[config.mk]
export PLATFORM = sky130hd
export DESIGN_NAME = blinky_multi
export DESIGN_NICKNAME = d
export VERILOG_FILES = /design/src/rtl/blinky_multi.sv
export SDC_FILE = /design/constraint.sdc
export NUM_CORES = 1
export LEC_CHECK = 0
export CORE_ASPECT_RATIO = 0.7
export CORE_MARGIN = 2
export CORE_UTILIZATION = 59
export DETAILED_ROUTE_END_ITERATION = 8
export GPL_TIMING_DRIVEN = 1
export HOLD_SLACK_MARGIN = 0.12
export PLACE_DENSITY = 0.87
export REMOVE_ABC_BUFFERS = 1
export SLEW_MARGIN = 20
export SYNTH_ARGS = -nofsm -noshare
export SYNTH_HDL_FRONTEND = slang
export SYNTH_SLANG_ARGS = --single-unit
[constraint.sdc]
create_clock -name clk -period 4 [get_ports clk]
set_clock_uncertainty 0.2 [all_clocks]
set_input_delay 0.6 -clock clk [delete_from_list [all_inputs] [get_ports clk]]
set_output_delay 0.6 -clock clk [all_outputs]
set_load 0.005 [all_outputs]
[src/rtl/blinky_multi.sv]
// -----------------------------------------------------------------------------
// blinky_multi
//
// N independent LED channels. Each channel runs in one of four modes:
// OFF, SOLID, BLINK or ONESHOT. Its period is counted in ticks from a single
// shared prescaler. Channel configuration is written through one valid/ready
// port.
//
// Optional build feature:
//   BLINKY_MULTI_PWM_EN - when defined, each channel stores a duty value. A
//   free-running PWM counter then gates the LED drive. When undefined, cfg_duty
//   is ignored and the LED shows the unmodulated channel state. The port list
//   is the same in both builds.
//
// Ports:
//   clk         in   clock; all logic on the rising edge
//   reset       in   asynchronous, active-low reset (0 = in reset)
//   en          in   per-channel enable; 0 darkens and freezes the channel
//   cfg_valid   in   configuration write request
//   cfg_ready   out  configuration port can accept (1 from first edge after reset)
//   cfg_chan    in   target channel index
//   cfg_mode    in   0=OFF 1=SOLID 2=BLINK 3=ONESHOT
//   cfg_period  in   half-period (BLINK) or pulse length (ONESHOT) in ticks
//   cfg_duty    in   brightness (PWM build only)
//   cfg_err     out  one-cycle pulse after a write to a nonexistent channel
//   tick        out  one-cycle prescaler pulse
//   busy        out  registered: channel is in ONESHOT and still high
//   led         out  registered LED drive
// -----------------------------------------------------------------------------
`timescale 1ns/1ps

module blinky_multi #(
    parameter int CHANNELS       = 2,
    parameter int CLK_HZ         = 24_000_000,
    parameter int TICK_HZ        = 1000,
    parameter int CNT_W          = 16,
    parameter int PERIOD_DEFAULT = 500,
    parameter int PWM_BITS       = 8
) (
    input  logic                clk,
    input  logic                reset,
    input  logic [CHANNELS-1:0] en,
    input  logic                cfg_valid,
    output logic                cfg_ready,
    input  logic [3:0]          cfg_chan,
    input  logic [1:0]          cfg_mode,
    input  logic [CNT_W-1:0]    cfg_period,
    input  logic [PWM_BITS-1:0] cfg_duty,
    output logic                cfg_err,
    output logic                tick,
    output logic [CHANNELS-1:0] busy,
    output logic [CHANNELS-1:0] led
);

    localparam int                  DIV        = CLK_HZ / TICK_HZ;
    localparam int                  PRESC_W    = $clog2(DIV);
    localparam logic [PRESC_W-1:0]  PRESC_LAST = PRESC_W'(DIV - 1);
    localparam logic [PRESC_W-1:0]  PRESC_ONE  = PRESC_W'(1);
    localparam logic [CNT_W-1:0]    CNT_ONE    = CNT_W'(1);
    localparam logic [CNT_W-1:0]    PERIOD_RST = CNT_W'(PERIOD_DEFAULT);
    localparam logic [4:0]          CHAN_LIMIT = 5'(CHANNELS);

    typedef enum logic [1:0] {
        MODE_OFF     = 2'd0,
        MODE_SOLID   = 2'd1,
        MODE_BLINK   = 2'd2,
        MODE_ONESHOT = 2'd3
    } mode_t;

    // ------------------------------------------------------------------
    // Shared prescaler. It runs freely and configuration writes never touch it.
    // ------------------------------------------------------------------
    logic [PRESC_W-1:0] presc_q;

    // NOTE: sequential state is written with non-blocking assignments, so every
    // flop samples the values present before the edge.
    always_ff @(posedge clk or negedge reset) begin
        if (!reset) begin
            presc_q <= '0;
        end else if (presc_q == PRESC_LAST) begin
            presc_q <= '0;
        end else begin
            presc_q <= presc_q + PRESC_ONE;
        end
    end

    assign tick = (presc_q == PRESC_LAST);

    // ------------------------------------------------------------------
    // Configuration port
    // ------------------------------------------------------------------
    logic wr_fire;
    logic chan_ok;

    assign wr_fire = cfg_valid & cfg_ready;
    assign chan_ok = ({1'b0, cfg_chan} < CHAN_LIMIT);

    // ------------------------------------------------------------------
    // Per-channel state
    // ------------------------------------------------------------------
    mode_t               mode_q   [CHANNELS];
    mode_t               mode_d   [CHANNELS];
    logic [CNT_W-1:0]    period_q [CHANNELS];
    logic [CNT_W-1:0]    period_d [CHANNELS];
    logic [CNT_W-1:0]    count_q  [CHANNELS];
    logic [CNT_W-1:0]    count_d  [CHANNELS];
    logic [CHANNELS-1:0] phase_q;
    logic [CHANNELS-1:0] phase_d;
    logic [CHANNELS-1:0] wr_sel;
    logic [CHANNELS-1:0] on_state;
    logic [CHANNELS-1:0] gate;

    // Next-state logic. A write to a channel takes priority, so a tick that
    // arrives in the same cycle is dropped for that channel.
    always_comb begin
        for (int i = 0; i < CHANNELS; i++) begin
            // NOTE: every next-state value is defaulted before any branch, so no
            // path leaves it unassigned and no latch is inferred.
            mode_d[i]   = mode_q[i];
            period_d[i] = period_q[i];
            count_d[i]  = count_q[i];
            phase_d[i]  = phase_q[i];
            wr_sel[i]   = wr_fire && chan_ok && (cfg_chan == 4'(i));

            if (wr_sel[i]) begin
                mode_d[i]   = mode_t'(cfg_mode);
                period_d[i] = (cfg_period == '0) ? CNT_ONE : cfg_period;
                count_d[i]  = '0;
                phase_d[i]  = 1'b1;
            end else if (tick && en[i]) begin
                unique case (mode_q[i])
                    MODE_BLINK: begin
                        if (count_q[i] == period_q[i] - CNT_ONE) begin
                            count_d[i] = '0;
                            phase_d[i] = ~phase_q[i];
                        end else begin
                            count_d[i] = count_q[i] + CNT_ONE;
                        end
                    end
                    MODE_ONESHOT: begin
                        if (count_q[i] == period_q[i] - CNT_ONE) begin
                            count_d[i] = '0;
                            phase_d[i] = 1'b0;
                            mode_d[i]  = MODE_OFF;
                        end else begin
                            count_d[i] = count_q[i] + CNT_ONE;
                        end
                    end
                    default: begin
                        // OFF and SOLID hold their count.
                    end
                endcase
            end
        end
    end

    // NOTE: the channel arrays are ordinary flop arrays rather than a RAM, so
    // they are reset explicitly like every other register.
    always_ff @(posedge clk or negedge reset) begin
        if (!reset) begin
            for (int i = 0; i < CHANNELS; i++) begin
                mode_q[i]   <= MODE_OFF;
                period_q[i] <= PERIOD_RST;
                count_q[i]  <= '0;
            end
            phase_q <= '0;
        end else begin
            for (int i = 0; i < CHANNELS; i++) begin
                mode_q[i]   <= mode_d[i];
                period_q[i] <= period_d[i];
                count_q[i]  <= count_d[i];
            end
            phase_q <= phase_d;
        end
    end

    always_comb begin
        for (int i = 0; i < CHANNELS; i++) begin
            unique case (mode_q[i])
                MODE_OFF:   on_state[i] = 1'b0;
                MODE_SOLID: on_state[i] = 1'b1;
                default:    on_state[i] = phase_q[i];
            endcase
        end
    end

    // ------------------------------------------------------------------
    // Brightness gate
    // ------------------------------------------------------------------
`ifdef BLINKY_MULTI_PWM_EN
    logic [PWM_BITS-1:0] pwm_cnt;
    logic [PWM_BITS-1:0] duty_q [CHANNELS];

    always_ff @(posedge clk or negedge reset) begin
        if (!reset) begin
            pwm_cnt <= '0;
            for (int i = 0; i < CHANNELS; i++) begin
                duty_q[i] <= '1;
            end
        end else begin
            pwm_cnt <= pwm_cnt + PWM_BITS'(1);
            for (int i = 0; i < CHANNELS; i++) begin
                if (wr_sel[i]) begin
                    duty_q[i] <= cfg_duty;
                end
            end
        end
    end

    // Full-scale duty means always on. Without that special case the
    // strict compare would leave one dark cycle per PWM frame.
    always_comb begin
        for (int i = 0; i < CHANNELS; i++) begin
            gate[i] = (duty_q[i] == '1) || (pwm_cnt < duty_q[i]);
        end
    end
`else
    logic cfg_duty_unused;

    assign gate            = '1;
    assign cfg_duty_unused = ^cfg_duty;
`endif

    // ------------------------------------------------------------------
    // Registered outputs
    // ------------------------------------------------------------------
    always_ff @(posedge clk or negedge reset) begin
        if (!reset) begin
            led       <= '0;
            busy      <= '0;
            cfg_err   <= 1'b0;
            cfg_ready <= 1'b0;
        end else begin
            led       <= en & on_state & gate;
            cfg_err   <= wr_fire & ~chan_ok;
            cfg_ready <= 1'b1;
            for (int i = 0; i < CHANNELS; i++) begin
                busy[i] <= (mode_q[i] == MODE_ONESHOT) & phase_q[i];
            end
        end
    end

endmodule

; ---- After elaboration in Yosys (flattened, before gate mapping)
; Cells that the tools add are included.
[word_totals]
register_bits = 91
input_bits = 35
word_cells = 98
[op_classes]
add_sub_neg = 5
magnitude_cmp = 1
n_eq_ne = 14
muxes = 30
bitwise_logic = 8
reduce_logical = 27
[op_table]
columns = op, count
row1 = 16-bit 2-to-1 mux, 9
row2 = 16-bit by 1-bit adder with 16-bit output (second input constant), 2
row3 = 16-bit == test, 2
row4 = 16-bit by 1-bit subtractor with 16-bit output (second input constant), 2
row5 = 16-bit zero test, 1
row6 = 2-bit 2-to-1 mux, 8
row7 = 2-bit nonzero test, 8
row8 = 15-bit by 1-bit adder with 15-bit output (second input constant), 1
row9 = 15-bit == test (second input constant), 1
row10 = 15-bit 2-to-1 mux, 1
row11 = 3-bit inequality test (second input constant), 4
row12 = 2-bit == test (second input constant), 4
row13 = 1-bit 2-to-1 mux, 8
row14 = 1-bit case mux with 2 select lines, 4
row15 = 4-bit AND reduction, 2
row16 = 3-bit AND reduction, 2
row17 = 3-bit nonzero test, 2
row18 = 1-bit logical AND, 5
row19 = 1-bit AND, 4
row20 = 2-bit by 1-bit == test with 1-bit output (second input constant), 2
row21 = 4-bit by 1-bit == test with 1-bit output (second input constant), 1
row22 = 2-bit zero test, 2
row23 = 4-bit zero test, 1
row24 = 4-bit by 2-bit less-than comparator with 1-bit output (second input constant), 1
row25 = 4 further kinds, 8

; ---- Logic depth before layout (Yosys ltp)
; Gate-level depths: netlist of run 1.
[logic_depth]
depth_word = 6
mapped_depth = 13

; ---- Worst setup path before layout of run 1
; Ideal clock, no wire load.
[synth_timing]
kind = register to register
from = reg period_q[0] (netlist bit)
to = reg count_q[5] (netlist bit)
setup_ns = 0.126
arrival_ns = 2.765
slack_ns = 0.909
stages_incl_launch_ff = 14
path_buffers = 3
path_cell_list = dfrtp_1 > inv_1 > ha_1 > or4b_1 > clkbuf_1 > nor4_1 > o21ai_0 > a32oi_1 > and4b_1 > or2_1 > buf_6 > buf_8 > nor2_1 > a221o_1
[synth_between]
elab_chain_len = 6
[synth_rtl]
columns = item, line_no
row1 = "start, declared", 103  ; logic [CNT_W-1:0] period_q [CHANNELS];
row2 = "start signal, assigned by index", 170  ; period_q[i] <= period_d[i];
row3 = 16-bit by 1-bit subtractor with 16-bit output, "133, 141"
row4 = 16-bit == test, "133, 141"
row5 = 16-bit 2-to-1 mux, "133, 141"
row6 = 16-bit 2-to-1 mux, -
row7 = 16-bit 2-to-1 mux, 130  ; end else if (tick && en[i]) begin
row8 = 16-bit 2-to-1 mux, 125  ; if (wr_sel[i]) begin
row9 = "end signal, assigned by index", 171  ; count_q[i] <= count_d[i];
row10 = "end, declared", 105  ; logic [CNT_W-1:0] count_q [CHANNELS];
; No other way between the ends. The select of a mux whose other input is x is not followed.
; A chain may end at the register's enable or synchronous reset.

; ---- Worst setup path after layout of run 1
; Ends and elaborated chain as after synthesis.

==> results of run 1 <==
-- sequential cells by signal (all words and copies together), names as in the netlist, 2 cells and up --
name      flops
presc_q      15
phase_q       2
period_q     32
busy          2
led           2
count_q      32
mode_q        4
-- kinds of logic (layout without fill, tap and decap cells) --
group | Yosys count | count (layout) | synth area share, %
other cells | 1 | 1 | 0.0715
flops | 91 | 91 | 43.7
xor+xnor | 56 | 56 | 9.62
fa+ha+maj | 5 | 5 | 1.19
mux | 19 | 19 | 3.94
simple gates | 282 | 282 | 27.4
buf+inv | 35 | 75 | 2.86
compound gates | 91 | 91 | 11.2
-- Yosys cell counts, types with 3 or more instances --
library cell / count / share of area, %
and2_1: 3 / 0.36
and3_1: 19 / 2.3
a31oi_1: 8 / 0.95
nand2b_1: 5 / 0.60
o22ai_1: 3 / 0.36
ha_1: 5 / 1.2
o21ai_0: 32 / 3.1
a21oi_1: 14 / 1.3
mux2_2: 13 / 2.8
inv_1: 14 / 1.0
a221o_1: 3 / 0.57
and4_1: 3 / 0.50
xor2_1: 25 / 4.2
clkbuf_1: 17 / 1.2
nor3_1: 26 / 2.5
or2_2: 7 / 0.84
a22o_1: 8 / 1.3
nand2_1: 90 / 6.4
dfstp_2: 12 / 6.0
dfrtp_1: 79 / 38
nor2b_1: 12 / 1.4
a211oi_1: 5 / 0.72
or4_1: 6 / 0.86
xnor2_1: 30 / 5.0
or3_1: 8 / 0.95
nand4_1: 13 / 1.6
nor3b_1: 5 / 0.72
nor2_1: 43 / 3.1
mux2i_1: 6 / 1.1
nand3_1: 18 / 1.7
nor4_1: 11 / 1.3
-- per-layer routing --
metal	global-route usage, %	vias up
li1	-	2134
met2	38.8	207
met4	9.52	0
met1	40.8	2241
met3	7.66	24
met5	0	-
-- area by class of cell --
cell class | count | area [um^2]
clock buffers | 11 | 243
well taps | 120 | 150
fillers | 680 | 2500
multi-input cells | 454 | 2810
inverters | 14 | 52.6
flip-flops and latches | 91 | 2290
clock inverters | 5 | 85.1
repair buffers | 45 | 420
-- stage by stage --
stage	utilization [%]	power, mW	area, um^2	hold slack [ns]	instances
2_1_floorplan	-	1.49	5150	0.104	559
3_3_place_gp	66.8	1.64	5710	0.256	723
3_5_place_dp	66.8	1.68	5710	0.276	723
4_1_cts	70.7	2.62	6050	0.285	740
5_1_grt	70.8	2.74	6050	0.317	740
6_report	70.8	2.62	6050	0.288	740
-- placed cells by master (no fill, tap or decap), types with 6 or more instances in the layout --
cell and n:
a21oi_1 14, a22o_1 8, a31oi_1 8, and3_1 19, buf_4 12, clkbuf_16 9, clkdlybuf4s50_1 32, dfrtp_1 79
dfstp_2 12, inv_1 14, mux2_2 13, mux2i_1 6, nand2_1 90, nand3_1 18, nand4_1 13, nor2_1 42
nor2b_1 11, nor3_1 26, nor4_1 11, o21ai_0 32, or2_2 7, or3_1 8, or4_1 6, xnor2_1 30
xor2_1 25
-- power breakdown --
part	total (mW)	leakage [nW]	switching, mW	internal [mW]
clock network	0.937	0.156	0.369	0.568
registers	1.17	1.12	0.139	1.03
logic	0.516	1.30	0.270	0.246
-- worst max-delay path: cells and delay by family, from the launching register on --
kind / cells / cell delay, ns
adder cells (fa/ha/maj): 1 / 0.22
buffers and inverters: 1 / 0.08
flip-flops: 1 / 0.44
AO/OA/AOI/OAI: 3 / 0.81
AND/OR/NAND/NOR: 5 / 1.89
-- final timing paths --
kind / from / to / cells after the start
worst max-delay path: period_q[0]$_DFFE_PN0P_ / count_q[5]$_DFFE_PN0P_ / 10
worst min-delay path: presc_q[4]$_DFF_PN0_ / presc_q[4]$_DFF_PN0_ / 1
worst max register to register: period_q[0]$_DFFE_PN0P_ / count_q[5]$_DFFE_PN0P_ / 10
worst min register to register: presc_q[4]$_DFF_PN0_ / presc_q[4]$_DFF_PN0_ / 1
max in group asynchronous: reset / period_q[2]$_DFFE_PN1P_ / 3
min in group asynchronous: reset / count_q[13]$_DFFE_PN0P_ / 2
-- repair_timing --
item,CTS,global route
setup endpoints to repair,0,1
hold buffers,1,0
gates resized for setup,0,1
hold endpoints to repair,26,0
==> out/metrics.csv, run 1 <==
stage,metric,value,unit
clock_tree,Sink Count,91,
die,# IOs,42,
synth,"Async S/R FF share, synth",100,%
drt,Met3 Wirelength,950,um
cells_and_area,Area Growth Syn to Fin,15.4,%
global_route,first-pass GRT wire length,21.1,mm
drt,vias per cell,6.22,
power,PD cells,433,nW/um^2
synth,Netlist cell types,61,
global_route,largest net degree at the start of global routing,36,
clock_tree,"Clk Latency, worst-skew pair",0.35,ns
clock_tree,H-Tree Depth,3,
placed_design,post-detail-place hpwl,9.03,mm
clock_tree,CTS tree,built,
timing,setup TNS,0,ns
drt,initial drt markers,535,
global_route,grt ovf,0,
cells_and_area,ant diodes,0,
drt,drt pass-1 iters,5,
placed_design,gp weighted congestion,0.920,
synth,Netlist Area Pre-Place,5240,um^2
worst_setup_path,CP Max Fanout,10,
die,Die ar.,9670,um^2
status,outcome,finished clean,
power,Lkg Pwr,2.58,nW
synth,Post-Syn Area per Cell,9.04,um^2
die,Die H,82.9,um
drt,routed vias,4606,
timing,Tightest Pin Transition,0.712,ns
drt,Routed WL,12.7,mm
worst_setup_path,WP data arrival,3.80,ns
synth,sequential area share after synthesis,43.7,%
timing,max-slew violations,0,
hold_path,min-delay worst type,reg2reg,
worst_setup_path,CP Class,reg2reg,
timing,max_slew headroom,52.1,%
global_route,vias in the first global route,4396,
timing,final number of setup-violating endpoints,0,
drt,M1 WL,5.87,mm
timing,Fin. Hold Viols,0,
drt,Post-route DRC,0,
timing,worst setup margin,0.240,ns
drt,met2 wire len,5.68,mm
die,Starting Density,61.3,%
global_route,GRT Total Usage,27.6,%
die,total core area,8550,um^2
worst_setup_path,CP cell instances,inv_1 > ha_1 > or4b_1 > nor4_1 > o21ai_0 > a32oi_1 > and4b_1 > or2_1 > nor2_2 > a221o_1,
synth,Gate Count Post-Synth,580,
worst_setup_path,critical path's slowest cell,or4b_1,
power,Max VDD drop,297,uV
synth,commonest register cell after synthesis,dfrtp_1,
synth,yosys warns,0,
die,Std-Cell Rows,28,
placed_design,pre-CTS WS,0.433,ns
die,Die Width,117,um
cells_and_area,share of post-route cells with drive strength above 1,10.3,%
timing,Tmin final,3.76,ns
cells_and_area,fin nets,655,
clock_tree,"Reg clk slew, reported paths",0.07,ns
timing,RSZ-0062 raised after global routing,false,
clock_tree,clk root buf,clkbuf_16,
drt,DRT antenna net count,0,
worst_setup_path,slowest cell delay on critical path,0.54,ns
timing,final period utilization,94.0,%
worst_setup_path,WP data required,4.04,ns
clock_tree,Post-CTS Repair Setup Buffers,0,
synth,"EDFF count, synth",0,
job,Max Cap Violations,0,
drt,WL/cell,17.2,um
worst_setup_path,CP endpoint kind,flip-flop,
synth,"FF+latch count, synth",91,
worst_setup_path,startpoint types,flip-flop,
timing,fmax,266,MHz
global_route,initial antenna violation count,0,
clock_tree,TritonCTS Buffers,9,
clock_tree,clk buf depth,2,
drt,top sig layer,met4,
worst_setup_path,Worst R2R Setup Slack,0.24,ns
placed_design,port bufs,33,
(Power assumes the default switching activity.)
==> run 2, diff against run 1 <==
--- a/config.mk
+++ b/config.mk
@@ -7,11 +7,11 @@
 export LEC_CHECK = 0
 export CORE_ASPECT_RATIO = 0.7
 export CORE_MARGIN = 2
-export CORE_UTILIZATION = 59
+export CORE_UTILIZATION = 30
 export DETAILED_ROUTE_END_ITERATION = 8
 export GPL_TIMING_DRIVEN = 1
 export HOLD_SLACK_MARGIN = 0.12
-export PLACE_DENSITY = 0.87
+export PLACE_DENSITY = 0.53
 export REMOVE_ABC_BUFFERS = 1
 export SLEW_MARGIN = 20
 export SYNTH_ARGS = -nofsm -noshare
==> run 2 against run 1 <==
Cell count is 15% higher. Via count fell by 5.6%. Combinational power shrank 4.1%. Critical path depth did not move. Core utilization shrank 35 points. Maximum frequency increased by 2.1%. Routed wire length up 1.3%. Critical endpoint unchanged. Largest cell class unchanged. Largest power group unchanged.
==> out/metrics.csv, run 2 (synthesis gave the netlist of run 1 again) <==
stage,metric,value,unit
worst_setup_path,startpoint types,flip-flop,
clock_tree,CTS resizes,0,
drt,drt pass-1 iters,4,
timing,Hold WS,0.268,ns
clock_tree,H-Tree Depth,3,
worst_setup_path,WP data arrival,3.72,ns
timing,max-slew violations,0,
global_route,GRT Total Usage,14.7,%
status,outcome,finished clean,
timing,Tightest Pin Transition,0.683,ns
die,total core area,17100,um^2
clock_tree,# hold bufs at CTS,1,
clock_tree,TritonCTS Buffers,9,
timing,fmax,272,MHz
drt,initial drt markers,279,
job,Max Cap Violations,0,
cells_and_area,Area Growth Syn to Fin,18.4,%
die,Starting Density,30.6,%
drt,routed vias,4348,
drt,DRT antenna net count,0,
drt,Post-route DRC,0,
timing,final period utilization,92.0,%
clock_tree,CTS tree,built,
drt,Routed WL,12.9,mm
placed_design,post-detail-place hpwl,9.51,mm
global_route,vias in the first global route,4281,
hold_path,min-delay worst type,reg2reg,
drt,vias per cell,5.12,
clock_tree,clk root buf,clkbuf_16,
cells_and_area,Final Util,36.3,%
clock_tree,Sink Count,91,
cells_and_area,biggest regs,"count_q x32, period_q x32, presc_q x15",
cells_and_area,share of post-route cells with drive strength above 1,10.3,%
clock_tree,"Clk Latency, worst-skew pair",0.35,ns
timing,Tmin final,3.68,ns
clock_tree,"Reg clk slew, reported paths",0.07,ns
cells_and_area,ant diodes,0,
cells_and_area,"commonest cells after routing, fill and taps aside","nand2_1, dfrtp_1, nor2_1",
drt,WL/cell,15.2,um
worst_setup_path,WP data required,4.04,ns
timing,final number of setup-violating endpoints,0,
timing,RSZ-0062 raised after global routing,false,
global_route,grt ovf,0,
clock_tree,Post-CTS Repair Setup Buffers,0,
global_route,largest net degree at the start of global routing,33,
global_route,initial antenna violation count,0,
placed_design,dpl cell area,5840,um^2
placed_design,pre-CTS WS,0.344,ns
worst_setup_path,CP Max Fanout,10,
cells_and_area,Finished Cell Area,6210,um^2
die,Die ar.,18600,um^2
placed_design,port bufs,33,
power,Lkg Pwr,2.59,nW
clock_tree,clk buf depth,2,
timing,worst setup margin,0.319,ns
timing,max_slew headroom,54.5,%
cells_and_area,fin nets,654,
power,PD cells,429,nW/um^2
die,# IOs,42,
power,Max VDD drop,220,uV
cells_and_area,"most common cell after layout, fill and taps aside",nand2_1,
worst_setup_path,CP Class,reg2reg,
timing,setup TNS,0,ns
die,Die H,115,um
global_route,first-pass GRT wire length,21.7,mm
die,Die Width,162,um
timing,Fin. Hold Viols,0,
die,Std-Cell Rows,40,
worst_setup_path,CP endpoint kind,flip-flop,
placed_design,gp weighted congestion,0.781,
run 2: critical path, cell delays in order (launching register included):
cell     delay (ns)
dfrtp_1        0.45
inv_1          0.08
ha_1           0.22
or4b_1         0.59
nor4_1         0.45
o21ai_0        0.18
a32oi_1        0.24
and4b_1        0.33
or2_1          0.31
nor2_2         0.17
a221o_1        0.33
run 2: power by group:
group	leakage [nW]	total, mW	internal, mW	switching [mW]
combinational	1.30	0.495	0.247	0.248
sequential	1.12	1.17	1.03	0.138
clock	0.169	1.00	0.629	0.374
total	2.59	2.67	1.91	0.761
run 2: final timing paths:
kind	from	end	slack, ns	cells after the start
worst min-delay path	presc_q[4]$_DFF_PN0_	presc_q[4]$_DFF_PN0_	0.27	1
max in group asynchronous	reset	period_q[24]$_DFFE_PN1P_	2.28	3
min in group asynchronous	reset	count_q[0]$_DFFE_PN0P_	0.52	2
worst min register to register	presc_q[4]$_DFF_PN0_	presc_q[4]$_DFF_PN0_	0.27	1
worst max-delay path	period_q[0]$_DFFE_PN0P_	count_q[5]$_DFFE_PN0P_	0.32	10
worst max register to register	period_q[0]$_DFFE_PN0P_	count_q[5]$_DFFE_PN0P_	0.32	10
run 2: layer usage:
layer / GRT usage [%] / wire (um) / up-vias
met5: 0 / 0 / -
met4: 3.89 / 168 / 0
met3: 3.04 / 473 / 15
met2: 22.2 / 5460 / 94
met1: 21.4 / 6800 / 2106
li1: - / - / 2133
run 2: cell type report:
cell class              count  area, um^2
clock buffers              10         239
clock inverters             6         111
fillers                  1750       10900
inverters                  14        52.6
multi-input cells         454        2810
flip-flops and latches     91        2290
well taps                 231         289
repair buffers             44         413
run 2: metrics by stage:
| step | cells | power [mW] |
|---|---|---|
| floorplan | 559 | 1.49 |
| global placement | 833 | 1.66 |
| detailed placement | 833 | 1.67 |
| CTS | 850 | 2.69 |
| global route | 850 | 2.82 |
| finish | 850 | 2.67 |
==> RTL edit (flow settings as in run 2) <==
Build with the macro `BLINKY_MULTI_PWM_EN` defined.
--- a/src/rtl/blinky_multi.sv
+++ b/src/rtl/blinky_multi.sv
@@ -29,6 +29,8 @@
 // -----------------------------------------------------------------------------
 `timescale 1ns/1ps
 
+`define BLINKY_MULTI_PWM_EN
+
 module blinky_multi #(
     parameter int CHANNELS       = 2,
     parameter int CLK_HZ         = 24_000_000,
Behaviour: not the same (a bounded check fails within 4 cycles, from zero or initial values and one cycle with reset low).
==> RTL edit against run 2 <==
- critical path depth is the same
- sequential cell count up 24
- total power increased by 33%
- routed wire length rose by 24%
- synthesized cell count is 20% higher
- design area up 25%
- first-iteration DRC count is 38% higher
- setup slack better by 0.26 ns
- count of clock-buffer cells in the layout is 7 higher
- maximum frequency increased by 7.6%
- area after synthesis grew 24%
- sequential power is 28% higher
- largest power group unchanged
==> RTL edit: results <==
group,metric,value,unit
detailed_routing,wl_met1,9.12,mm
synth,synthTopCellsByArea,"dfrtp_1 (34%), dfstp_2 (11%), nand2_1 (5.8%), xnor2_1 (5.5%), ha_1 (3.9%)",
placement,place_area,7210,um^2
worst_setup_path,slowest_delay,0.56,ns
sta,slew-limit-headroom,33.3,%
synth,seq_area_frac_synth,44.9,%
clocking,cts-resized-gates,0,
clocking,cts_made_buffers,17,
power,ir_drop,0.307,mV
placement,dp_hpwl,11.7,mm
worst_setup_path,reg2reg_slack,0.58,ns
placement,portBuffers,41,
worst_setup_path,cp_slowest_cell,"or4_1",
clocking,worst_skew_pair.late_latency,0.42,ns
detailed_routing,dr_wl_met2,5.97,mm
grt,grt_start_max_net_pins,61,
synth,synth_cell_type_count,69,
cells_and_area,fin_nets,796,
grt,use_met3,3.39,%
grt,grt_use_met1,24.2,%
outcome,run_status,"completed",
power,power.leakage,3.28,nW
clocking,htree_levels,4,
detailed_routing,routed_wl,16.0,mm
worst_setup_path,reg2reg_to,"count_q[11]",
detailed_routing,drt-pass1-iter-count,6,
cells_and_area,reg_top3,"count_q: 32 flops, period_q: 32 flops, duty_q: 16 flops",
min_path,worstHoldStart,"presc_q[0]",
cells_and_area,drive_gt1_share,13.4,%
grt,grt_pass1_wl,26.9,mm
grt,track_usage,15.0,%
synth,synth_common_cells,"nand2_1 (100), dfrtp_1 (87), nor2_1 (54)",
detailed_routing,route.met3.wl,728,um
[RTL edit: kinds of logic after synthesis]
family,synth area share (%)
and+or+nand+nor,24.1
DFF,44.9
AOI/OAI and AO/OA,10.6
other,0.0578
adders and majority gates,3.86
buffers and inverters,3.41
xor gates and xnor gates,9.18
muxes,3.86
[RTL edit: through the flow]
| step | TNS, ns | setup WS, ns | instances | utilization (%) | hold slack, ns |
|---|---|---|---|---|---|
| 6_report | 0 | 0.578 | 1030 | 37.1 | 0.288 |
| 5_1_grt | 0 | 0.199 | 1030 | 37.1 | 0.316 |
| 4_1_cts | 0 | 0.566 | 1030 | 37.1 | 0.288 |
| 3_5_place_dp | 0 | 0.589 | 997 | 34.4 | 0.281 |
| 3_3_place_gp | 0 | 0.680 | 997 | 34.4 | 0.273 |
| 2_1_floorplan | -0.446 | -0.148 | 674 | - | 0.104 |
[RTL edit: layout make-up]
class | instances | area (um^2)
sequential | 115 | 2910
multi-input combinational | 525 | 3360
clock inverter | 15 | 133
clock buffer | 17 | 425
tap | 276 | 345
fill | 2095 | 13200
timing repair buffer | 48 | 475
inverter | 34 | 128
[RTL edit: report_power, final]
group | internal [mW] | switching, mW | total, mW | leakage, nW
registers | 1.34 | 0.159 | 1.50 | 1.41
logic | 0.292 | 0.323 | 0.615 | 1.60
clock network | 0.855 | 0.588 | 1.44 | 0.266
total | 2.49 | 1.07 | 3.56 | 3.28
[RTL edit: how the worst min path moves through the flow]
stage                     slack, ns  cells past startpoint          end
after floorplan                0.10                      0      busy[0]
after global placement         0.27                      1   presc_q[0]
after detailed placement       0.28                      1   presc_q[0]
after CTS                      0.29                      1   presc_q[0]
after global routing           0.32                      2  period_q[7]
final                          0.29                      1   presc_q[0]
